## config.mk

```make
export PLATFORM = sky130hd
export DESIGN_NAME = reg_wb_ctrl
export DESIGN_NICKNAME = d
export VERILOG_FILES = /design/src/rtl/arm_core_pkg.sv /design/src/rtl/wb_fifo.sv /design/src/rtl/reg_wb_ctrl.sv
export SDC_FILE = /design/constraint.sdc
export NUM_CORES = 1
export LEC_CHECK = 0
export ABC_CLOCK_PERIOD_IN_PS = 12050
export CAP_MARGIN = 20
export CORE_MARGIN = 8
export CORE_UTILIZATION = 46
export DETAILED_ROUTE_END_ITERATION = 12
export MAX_ROUTING_LAYER = met4
export PLACE_DENSITY = 0.76
export SKIP_CTS_REPAIR_TIMING = 1
export SYNTH_ARGS = -nofsm -noshare
export SYNTH_HDL_FRONTEND = slang
export SYNTH_SLANG_ARGS = --single-unit
```

## constraint.sdc

```tcl
create_clock -name clk -period 12.05 [get_ports clk]
set_clock_uncertainty 0.05 [all_clocks]
set_input_delay 3.615 -clock clk [delete_from_list [all_inputs] [get_ports clk]]
set_output_delay 3.615 -clock clk [all_outputs]
set_load 0.005 [all_outputs]
```

## src/rtl/arm_core_pkg.sv

```systemverilog
// Shared definitions for the register-file write-back path.
//   REG_W       : register data width
//   REG_N       : number of architectural registers
//   SP_XZR_IDX  : register index shared by SP and XZR
//   wb_req_t    : one pending register write {rd, data, sp}
//   wb_commits  : true when a request really updates the file
//                 (false for rd == 31 without the SP flag, which targets XZR)
package arm_core_pkg;

  localparam int         REG_W      = 64;
  localparam int         REG_N      = 32;
  localparam logic [4:0] SP_XZR_IDX = 5'd31;

  typedef struct packed {
    logic [4:0]       rd;
    logic [REG_W-1:0] data;
    logic             sp;
  } wb_req_t;

  function automatic logic wb_commits(input wb_req_t req);
    return !((req.rd == SP_XZR_IDX) && !req.sp);
  endfunction

endpackage

```

## src/rtl/wb_fifo.sv

```systemverilog
// Synchronous FIFO of write-back requests.
// Ports:
//   clk, rst_n : clock, asynchronous active-low reset
//   push, din  : enqueue din (ignored while full)
//   pop        : drop the head entry (ignored while empty)
//   dout       : current head entry (valid while !empty)
//   full/empty : occupancy flags
module wb_fifo
  import arm_core_pkg::*;
#(
  parameter int DEPTH = 2
) (
  input  logic    clk,
  input  logic    rst_n,
  input  logic    push,
  input  wb_req_t din,
  input  logic    pop,
  output wb_req_t dout,
  output logic    full,
  output logic    empty
);

  localparam int AW = $clog2(DEPTH);

  // Pointers carry one extra wrap bit so full and empty are distinguishable
  // when the index bits are equal.
  logic [AW:0] wr_ptr;
  logic [AW:0] rd_ptr;
  wb_req_t     mem [DEPTH];

  logic do_push;
  logic do_pop;

  assign empty   = (wr_ptr == rd_ptr);
  assign full    = (wr_ptr[AW] != rd_ptr[AW]) &&
                   (wr_ptr[AW-1:0] == rd_ptr[AW-1:0]);
  assign do_push = push && !full;
  assign do_pop  = pop && !empty;
  assign dout    = mem[rd_ptr[AW-1:0]];

  // NOTE: the storage array is deliberately not reset; emptiness is defined by
  // the pointers alone, so stale contents are never observable.
  always_ff @(posedge clk) begin
    if (do_push) begin
      mem[wr_ptr[AW-1:0]] <= din;
    end
  end

  always_ff @(posedge clk or negedge rst_n) begin
    if (!rst_n) begin
      wr_ptr <= '0;
      rd_ptr <= '0;
    end else begin
      if (do_push) wr_ptr <= wr_ptr + 1'b1;
      if (do_pop)  rd_ptr <= rd_ptr + 1'b1;
    end
  end

endmodule

```

## src/rtl/reg_wb_ctrl.sv

```systemverilog
// Write-side controller for the 32x64 register file.
// Merges load returns (highest priority) and ALU results (queued, FIFO order)
// onto the single write port, and keeps a scoreboard of registers awaiting
// load data so the issue stage can stall on them.
// Ports:
//   clk, rst_n                           : clock, asynchronous active-low reset
//   alu_valid/alu_ready                  : ALU result handshake
//   alu_rd, alu_data, alu_sp             : ALU destination, result, SP-vs-XZR flag
//   ld_valid, ld_rd, ld_data, ld_sp      : load return (always accepted)
//   ld_issue, ld_issue_rd                : load issued this cycle and its destination
//   rf_we, rf_waddr, rf_wdata            : registered register-file write port
//   busy                                 : per-register outstanding-load bits
//   idle                                 : queue empty and no outstanding loads
//   sb_err                               : sticky scoreboard protocol error
// Data width and register count come from arm_core_pkg.
module reg_wb_ctrl
  import arm_core_pkg::*;
#(
  parameter int ALU_Q_DEPTH = 2
) (
  input  logic             clk,
  input  logic             rst_n,
  input  logic             alu_valid,
  output logic             alu_ready,
  input  logic [4:0]       alu_rd,
  input  logic [REG_W-1:0] alu_data,
  input  logic             alu_sp,
  input  logic             ld_valid,
  input  logic [4:0]       ld_rd,
  input  logic [REG_W-1:0] ld_data,
  input  logic             ld_sp,
  input  logic             ld_issue,
  input  logic [4:0]       ld_issue_rd,
  output logic             rf_we,
  output logic [4:0]       rf_waddr,
  output logic [REG_W-1:0] rf_wdata,
  output logic [REG_N-1:0] busy,
  output logic             idle,
  output logic             sb_err
);

  localparam logic [REG_N-1:0] ONE_HOT_0 = {{(REG_N-1){1'b0}}, 1'b1};

  wb_req_t alu_req;
  wb_req_t ld_req;
  wb_req_t q_head;
  wb_req_t sel;
  logic    sel_valid;

  logic q_full;
  logic q_empty;
  logic q_push;
  logic q_pop;
  logic alu_acc;
  logic bypass;

  logic [REG_N-1:0] set_vec;
  logic [REG_N-1:0] clr_vec;
  logic             err_now;

  assign alu_req = '{rd: alu_rd, data: alu_data, sp: alu_sp};
  assign ld_req  = '{rd: ld_rd,  data: ld_data,  sp: ld_sp};

  // Ready depends on queue state only, so the ALU never sees a combinational
  // path from the load return.
  assign alu_ready = !q_full;
  assign alu_acc   = alu_valid && alu_ready;

  // Loads win the port; otherwise the oldest queued ALU result drains; an ALU
  // result skips the queue only when nothing older is waiting.
  assign q_pop  = !ld_valid && !q_empty;
  assign bypass = !ld_valid && q_empty && alu_acc;
  assign q_push = alu_acc && !bypass;

  // NOTE: every signal assigned in always_comb gets a default first, so no
  // path leaves it unassigned and no latch is inferred.
  always_comb begin
    sel       = '0;
    sel_valid = 1'b0;
    if (ld_valid) begin
      sel       = ld_req;
      sel_valid = 1'b1;
    end else if (!q_empty) begin
      sel       = q_head;
      sel_valid = 1'b1;
    end else if (alu_acc) begin
      sel       = alu_req;
      sel_valid = 1'b1;
    end
  end

  wb_fifo #(
    .DEPTH (ALU_Q_DEPTH)
  ) u_alu_q (
    .clk   (clk),
    .rst_n (rst_n),
    .push  (q_push),
    .din   (alu_req),
    .pop   (q_pop),
    .dout  (q_head),
    .full  (q_full),
    .empty (q_empty)
  );

  // Scoreboard updates. Index 31 is never tracked, so busy[31] stays 0 and
  // the set/clear vectors exclude it.
  always_comb begin
    set_vec = '0;
    clr_vec = '0;
    if (ld_issue && (ld_issue_rd != SP_XZR_IDX)) set_vec = ONE_HOT_0 << ld_issue_rd;
    if (ld_valid && (ld_rd != SP_XZR_IDX))       clr_vec = ONE_HOT_0 << ld_rd;
  end

  always_comb begin
    err_now = 1'b0;
    // Re-issue to a busy register is legal only if its return lands this cycle.
    if (ld_issue && (ld_issue_rd != SP_XZR_IDX) && busy[ld_issue_rd] &&
        !(ld_valid && (ld_rd == ld_issue_rd)))
      err_now = 1'b1;
    // A return nobody was waiting for.
    if (ld_valid && (ld_rd != SP_XZR_IDX) && !busy[ld_rd])
      err_now = 1'b1;
    // An ALU result racing an outstanding load to the same register.
    if (alu_acc && (alu_rd != SP_XZR_IDX) && busy[alu_rd])
      err_now = 1'b1;
  end

  assign idle = q_empty && (busy == '0);

  // NOTE: sequential state uses non-blocking assignments so every register
  // samples the pre-edge values, independent of statement order.
  always_ff @(posedge clk or negedge rst_n) begin
    if (!rst_n) begin
      rf_we    <= 1'b0;
      rf_waddr <= '0;
      rf_wdata <= '0;
      busy     <= '0;
      sb_err   <= 1'b0;
    end else begin
      rf_we    <= sel_valid && wb_commits(sel);
      rf_waddr <= sel.rd;
      rf_wdata <= sel.data;
      // Clear first, then set, so a same-cycle set wins.
      busy     <= (busy & ~clr_vec) | set_vec;
      sb_err   <= sb_err | err_now;
    end
  end

endmodule
```

==> results_dict.tcl, run 1 <==
set metrics [dict create \
    status "finished, final reports clean" \
    root_buffer "clkbuf_16" \
    ys.flop_type "edfxtp_1" \
    power_frac_seq_pct 45.4 \
    required_ns 8.38 \
    io_buffers 254 \
    crit_family "simple AND/OR/NAND/NOR gates" \
    fin_tns_setup_ns 0 \
    clkLatencyLatePin_ns 0.50 \
    synthCells 718 \
    critPathCaptureType "primary output" \
    report.final.slew_viol_count 0 \
    synth-xor-area-share_pct 1.035 \
    fin_ws_ns 5.674 \
    fin_crit_sh_pct 52.91 \
    clock_sinks 247 \
    cp_slowest_stage_delay_ns 0.59 \
    crit_arrival_ns 2.71 \
    rsz0062_at_grt "false" \
    p_comb_share_pct 29.5 \
    worstPathCellList "nor4_1 > nand4_1 > nor4_1 > clkdlybuf4s50_1" \
    nFillCells 1623 \
    synth_top_family_by_area "compound AO/OA/AOI/OAI gates" \
    tritoncts "yes" \
    die_h_um 163.7 \
    htreeDepth 1 \
    placementRows 54 \
    async_reset_ff_share_pct 43.32 \
    internal_power_mw 2.107 \
    num_vias 7373 \
    routed_wl_um 29240 \
    start_util_pct 46.42 \
    power.leakage_nw 5.024 \
    boundaryPins 255 \
    dr.first_iter.drc_count 935 \
    die_area_um2 26800 \
    synth_warnings 0 \
    synth_fa_ha_area_share_pct 0 \
    ys_ff_latch 247 \
    finalHoldViolations 0 \
    switching_share_pct 30.11 \
    yosys.cell_types.count 53 \
    power.density_nw_per_um2 221.4 \
    grt_pass1_vias 7715 \
    clkTransAtPathRegs_ns 0.06 \
    criticalPathCategory "reg2out" \
    overflow 0 \
    syn-num-nets 868 \
    ir_worst_vdd_uv 126.6 \
    grt_use_total_pct 21.91 \
    clkPwrFrac_pct 25.2 \
    min_path_type "reg2reg" \
    routedWlPerCell_um 23.17 \
    antenna_found_initial 5 \
    antenna_left 0 \
    clock_path_buffers 3 \
    vias_per_cell 5.842 \
    dp.final_hpwl_um 19510 \
    grt_max_degree 84 \
    crit_fanout 6 \
    start_kind "flip-flop" \
    synthMuxAreaShare_pct 5.472 \
    pre_cts_ws_ns 5.744 \
    cpMostUsedCell "nor4_1" \
    avgSynthCellArea_um2 13.98 \
    relSlewSlack_pct 30.99 \
    grt_pass1_wl_um 44690 \
    gp_congestion 0.9600 \
    syn-cell-area_um2 10040 \
    worst_pin_slew_ns 1.035 \
    path_buf_inv 1 \
    synthSimpleGateAreaFrac_pct 9.698 \
    yosysSeqAreaShare_pct 68.56 \
    setup_viol 0 \
    die_w_um 163.7 \
    cap_violations 0 \
    dr.pass1.iters 9 \
    r2r_slack_ns 9.14 \
    core-area_um2 21620 \
    drc_errors 0 \
    nets 1107 \
    synth_compound_area_share_pct 12.74 \
    synth-edff-count 140 \
    cts_made_buffers 25 \
    areaGrowthSynthToFinish_pct 35.66 \
    period_needed_ns 6.376 \
    max_freq_mhz 156.8 \
    switching_power_mw 0.9080 \
    slowest_stage "clkdlybuf4s50_1" \
    layout-drive-gt1-share_pct 9.128 \
]
[stage by stage]
| step | hold WS [ns] | total power, mW | instance area, um^2 | std cells | utilization, % |
|---|---|---|---|---|---|
| 6_report | 0.4119 | 3.015 | 13620 | 1262 | 62.98 |
| 5_1_grt | 0.4394 | 3.169 | 13610 | 1260 | 62.96 |
| 4_1_cts | 0.4141 | 3.039 | 13600 | 1255 | 62.90 |
| 3_5_place_dp | 0.4014 | 2.274 | 12780 | 1210 | 59.13 |
| 3_3_place_gp | 0.3951 | 2.249 | 12780 | 1210 | 59.13 |
| 2_1_floorplan | 0.3912 | 1.764 | 10040 | 718 | - |
[kinds of logic after synthesis]
group / count (synthesis)
multiplexers: 26
buffers and inverters: 57
flip-flops: 247
AND/OR/NAND/NOR: 214
XOR/XNOR: 11
AO/OA/AOI/OAI: 163
[sequential cells by signal (all words and copies together) (netlist names)]
signal	cells
sb_err	1
rf_we	1
busy	32
rf_wdata	64
u_alu_q.mem	140
u_alu_q.rd_ptr	2
rf_waddr	5
u_alu_q.wr_ptr	2
[worst min-delay path: cells and delay by family, from the launching register on]
family / cells / cell delay, ns
flops: 1 / 0.32
simple gates: 1 / 0.06
compound gates: 1 / 0.06
[worst paths after layout]
| path | to | from | cells past startpoint |
|---|---|---|---|
| max in group asynchronous | rf_wdata[57] | rst_n | 2 |
| hold reg to reg | rf_wdata[61] | u_alu_q.mem[0][62] | 2 |
| setup / recovery | idle | busy[30] | 4 |
| setup reg to reg | u_alu_q.mem[1][63] | u_alu_q.wr_ptr[0] | 4 |
| hold / removal | rf_wdata[61] | u_alu_q.mem[0][62] | 2 |
| min in group asynchronous | busy[6] | rst_n | 1 |
[routing by layer]
| layer | wire [um] | global-route usage, % | vias up |
|---|---|---|---|
| met5 | 0 | - | - |
| met4 | 971 | 8.884 | 0 |
| met3 | 2888 | 4.687 | 65 |
| met2 | 13910 | 34.13 | 433 |
| met1 | 11470 | 27.70 | 3589 |
| li1 | - | - | 3286 |
[synthesized netlist by cell type, types with 2 or more instances]
cell       count  area share (%)
edfxtp_1     140              42
a211oi_1       3            0.22
buf_2         23             1.1
a2111oi_2      4            0.60
clkbuf_1      17            0.64
buf_4          2            0.15
o21ai_1       10            0.50
nor2_1         8            0.30
mux4_2        23             5.2
o21ai_0       55             2.7
nor4_1        10            0.62
a222oi_1      64             6.4
or2_2          3            0.19
and2_1         4            0.25
nand3b_1       4            0.30
nand4b_1       2            0.17
a21oi_1        2            0.10
nand2b_1      11            0.69
inv_1          8            0.30
dfrtp_1      107              27
nor2b_1        9            0.56
nor3_1         2            0.10
xor2_1         8            0.70
and3_1         3            0.19
mux2i_1        2            0.20
nand3_1        8            0.40
nand4_1        5            0.31
nand2_1      141             5.3
a22oi_1        8            0.60
buf_1          7            0.26
o31ai_1        2            0.15
xnor2_1        2            0.17
[area by class of cell]
| type | instances | area [um^2] | area share [%] |
|---|---|---|---|
| timing repair buffer | 261 | 2587 | 19.00 |
| antenna | 7 | 17.52 | 0.1286 |
| clock inverter | 15 | 131.4 | 0.9648 |
| clock buffer | 30 | 684.4 | 5.026 |
| tap | 280 | 350.3 | 2.573 |
| inverter | 8 | 30.03 | 0.2205 |
| sequential | 247 | 6882 | 50.54 |
| multi-input combinational | 414 | 2934 | 21.55 |
[power by group through the flow]
stage / Clock, mW / Sequential (mW) / Combinational, mW
6_report: 0.759 / 1.37 / 0.889
5_1_grt: 0.811 / 1.39 / 0.965
4_1_cts: 0.774 / 1.37 / 0.900
3_5_place_dp: 0 / 1.38 / 0.897
3_3_place_gp: 0 / 1.37 / 0.881
2_1_floorplan: 0 / 1.36 / 0.404
[cells in the final DEF (no fill, tap or decap), types with 9 or more instances in the layout]
cell type and instances:
clkdlybuf4s50_1 252, clkbuf_16 25, o21ai_1 10, nor4_1 10, nor2b_1 9, nand2b_1 11, edfxtp_1 140, o21ai_0 55
a222oi_1 64, dfrtp_1 107, mux4_2 23, nand2_1 141
(Power assumes the default switching activity.)
==> run 2, diff against run 1 <==
- ABC_CLOCK_PERIOD_IN_PS: 12050 -> 5100
- CORE_UTILIZATION: 46 -> 44
- clock period: 12.05 -> 5.1 ns (I/O delays scaled with it)
==> run 2 against run 1 <==
Net effect: clock-buffer cell count grew 5; critical path type unchanged; register-to-register slack lost 7.0 ns; highest routed layer unchanged; sequential cell count is the same; largest power group unchanged; global-route usage grew 0.13 points; sequential power grew 140%.
==> results_dict.tcl, run 2 (synthesized netlist as in run 1, its figures left out) <==
set metrics [dict create \
    grt_use_total_pct 22.04 \
    crit_fanout 10 \
    boundaryPins 255 \
    criticalPathCategory "reg2out" \
    die_h_um 167.0 \
    grt_pass1_vias 7721 \
    overflow 0 \
    worst_pin_slew_ns 0.9428 \
    cp_slowest_stage_delay_ns 0.63 \
    die_area_um2 27900 \
    use_met2_pct 34.43 \
    fin_crit_sh_pct 80.43 \
    io_buffers 254 \
    busiest_layer "met2" \
    p_total_mw 7.310 \
    cts_made_buffers 26 \
    routedWlPerCell_um 24.19 \
    fin_ws_ns 0.9978 \
    grt_pass1_wl_um 47080 \
    status "finished, final reports clean" \
    routed_wl_um 30770 \
    period_needed_ns 4.102 \
    layout_common_cells "clkdlybuf4s50_1, nand2_1, edfxtp_1" \
    finalHoldViolations 0 \
    fin_tns_setup_ns 0 \
    clock_path_buffers 3 \
    final_common_cell "clkdlybuf4s50_1" \
    layout-drive-gt1-share_pct 9.072 \
    root_buffer "clkbuf_16" \
    grt_max_degree 71 \
    required_ns 3.52 \
    num_vias 7464 \
    areaGrowthSynthToFinish_pct 37.00 \
    report.final.slew_viol_count 0 \
    critPathCaptureType "primary output" \
    clkTransAtPathRegs_ns 0.06 \
    crit_arrival_ns 2.52 \
    start_kind "flip-flop" \
    die_w_um 167.0 \
    setup_viol 0 \
    min_path_type "reg2reg" \
    antenna_found_initial 6 \
    tritoncts "yes" \
    max_freq_mhz 243.8 \
    clock_sinks 247 \
    vias_per_cell 5.868 \
    rsz0062_at_grt "false" \
    use_met1_pct 27.52 \
    clkLatencyLatePin_ns 0.52 \
    power.density_nw_per_um2 531.6 \
    dp.final_hpwl_um 20340 \
    relSlewSlack_pct 37.15 \
    power.leakage_nw 5.067 \
    core-area_um2 22500 \
    dr.first_iter.drc_count 875 \
    gp_congestion 0.9515 \
    pre_cts_ws_ns 1.075 \
    dpl_cell_area_um2 12870 \
    placementRows 55 \
    slowest_stage "dfrtp_1" \
    met3_usage_pct 4.988 \
    worstPathCellList "xor2_2 > nor4_1 > clkdlybuf4s50_1" \
    nets 1111 \
    design_area_um2 13750 \
    htreeDepth 1 \
    start_util_pct 44.60 \
    drc_errors 0 \
    dr.pass1.iters 9 \
    largest_reg_flops 140 \
    ir_worst_vdd_uv 338.4 \
    cap_violations 0 \
    antenna_left 0 \
]
[run 2: cell types whose count changed in the layout (fill, tap and decap cells not counted), moves of 2 or more]
cell	previous run	this run
clkinv_2	8	5
clkbuf_16	25	27
clkbuf_8	4	2
clkbuf_1	1	6
buf_12	0	4
[run 2: layer usage]
metal / routed length (um) / share of wire (%)
met1: 11970 / 39
met2: 15180 / 49
met3: 2477 / 8.1
met4: 1142 / 3.7
met5: 0 / 0
[run 2: final cells by class]
class                      count  area [um^2]
clock inverter                13        141.4
timing repair buffer         264         2660
clock buffer                  35        725.7
tap                          285        356.6
sequential                   247         6882
antenna                        6        15.01
fill                        1745         8752
inverter                       8        30.03
multi-input combinational    414         2940
[run 2: path summary, 6_finish.rpt]
| check | startpoint | end | slack (ns) | depth (start not counted) |
|---|---|---|---|---|
| min in group asynchronous | rst_n | busy[15] | 1.09 | 1 |
| setup reg to reg | u_alu_q.wr_ptr[0] | u_alu_q.mem[1][53] | 2.13 | 5 |
| hold reg to reg | u_alu_q.mem[0][14] | rf_wdata[13] | 0.42 | 2 |
| setup / recovery | u_alu_q.wr_ptr[0] | idle | 1.0 | 3 |
| hold / removal | u_alu_q.mem[0][14] | rf_wdata[13] | 0.42 | 2 |
| max in group asynchronous | rst_n | rf_waddr[3] | 3.02 | 2 |
[run 2: critical path: cells and delay by family (launching register included)]
kind | cells | cell delay (ns)
flops | 1 | 0.63
buf+inv | 1 | 0.59
simple gates | 1 | 0.48
xor+xnor | 1 | 0.30
[run 2: metrics by stage]
stage | hold WS (ns) | util [%] | cells
after floorplan | 0.3912 | - | 718
after global placement | 0.3936 | 57.19 | 1218
after detailed placement | 0.4046 | 57.19 | 1218
after CTS | 0.4149 | 61.04 | 1266
after global routing | 0.4298 | 61.11 | 1272
final | 0.4163 | 61.11 | 1272
[run 2: power by group]
group | internal (mW) | switching, mW
sequential | 2.88 | 0.346
combinational | 1.07 | 1.11
clock | 1.15 | 0.754
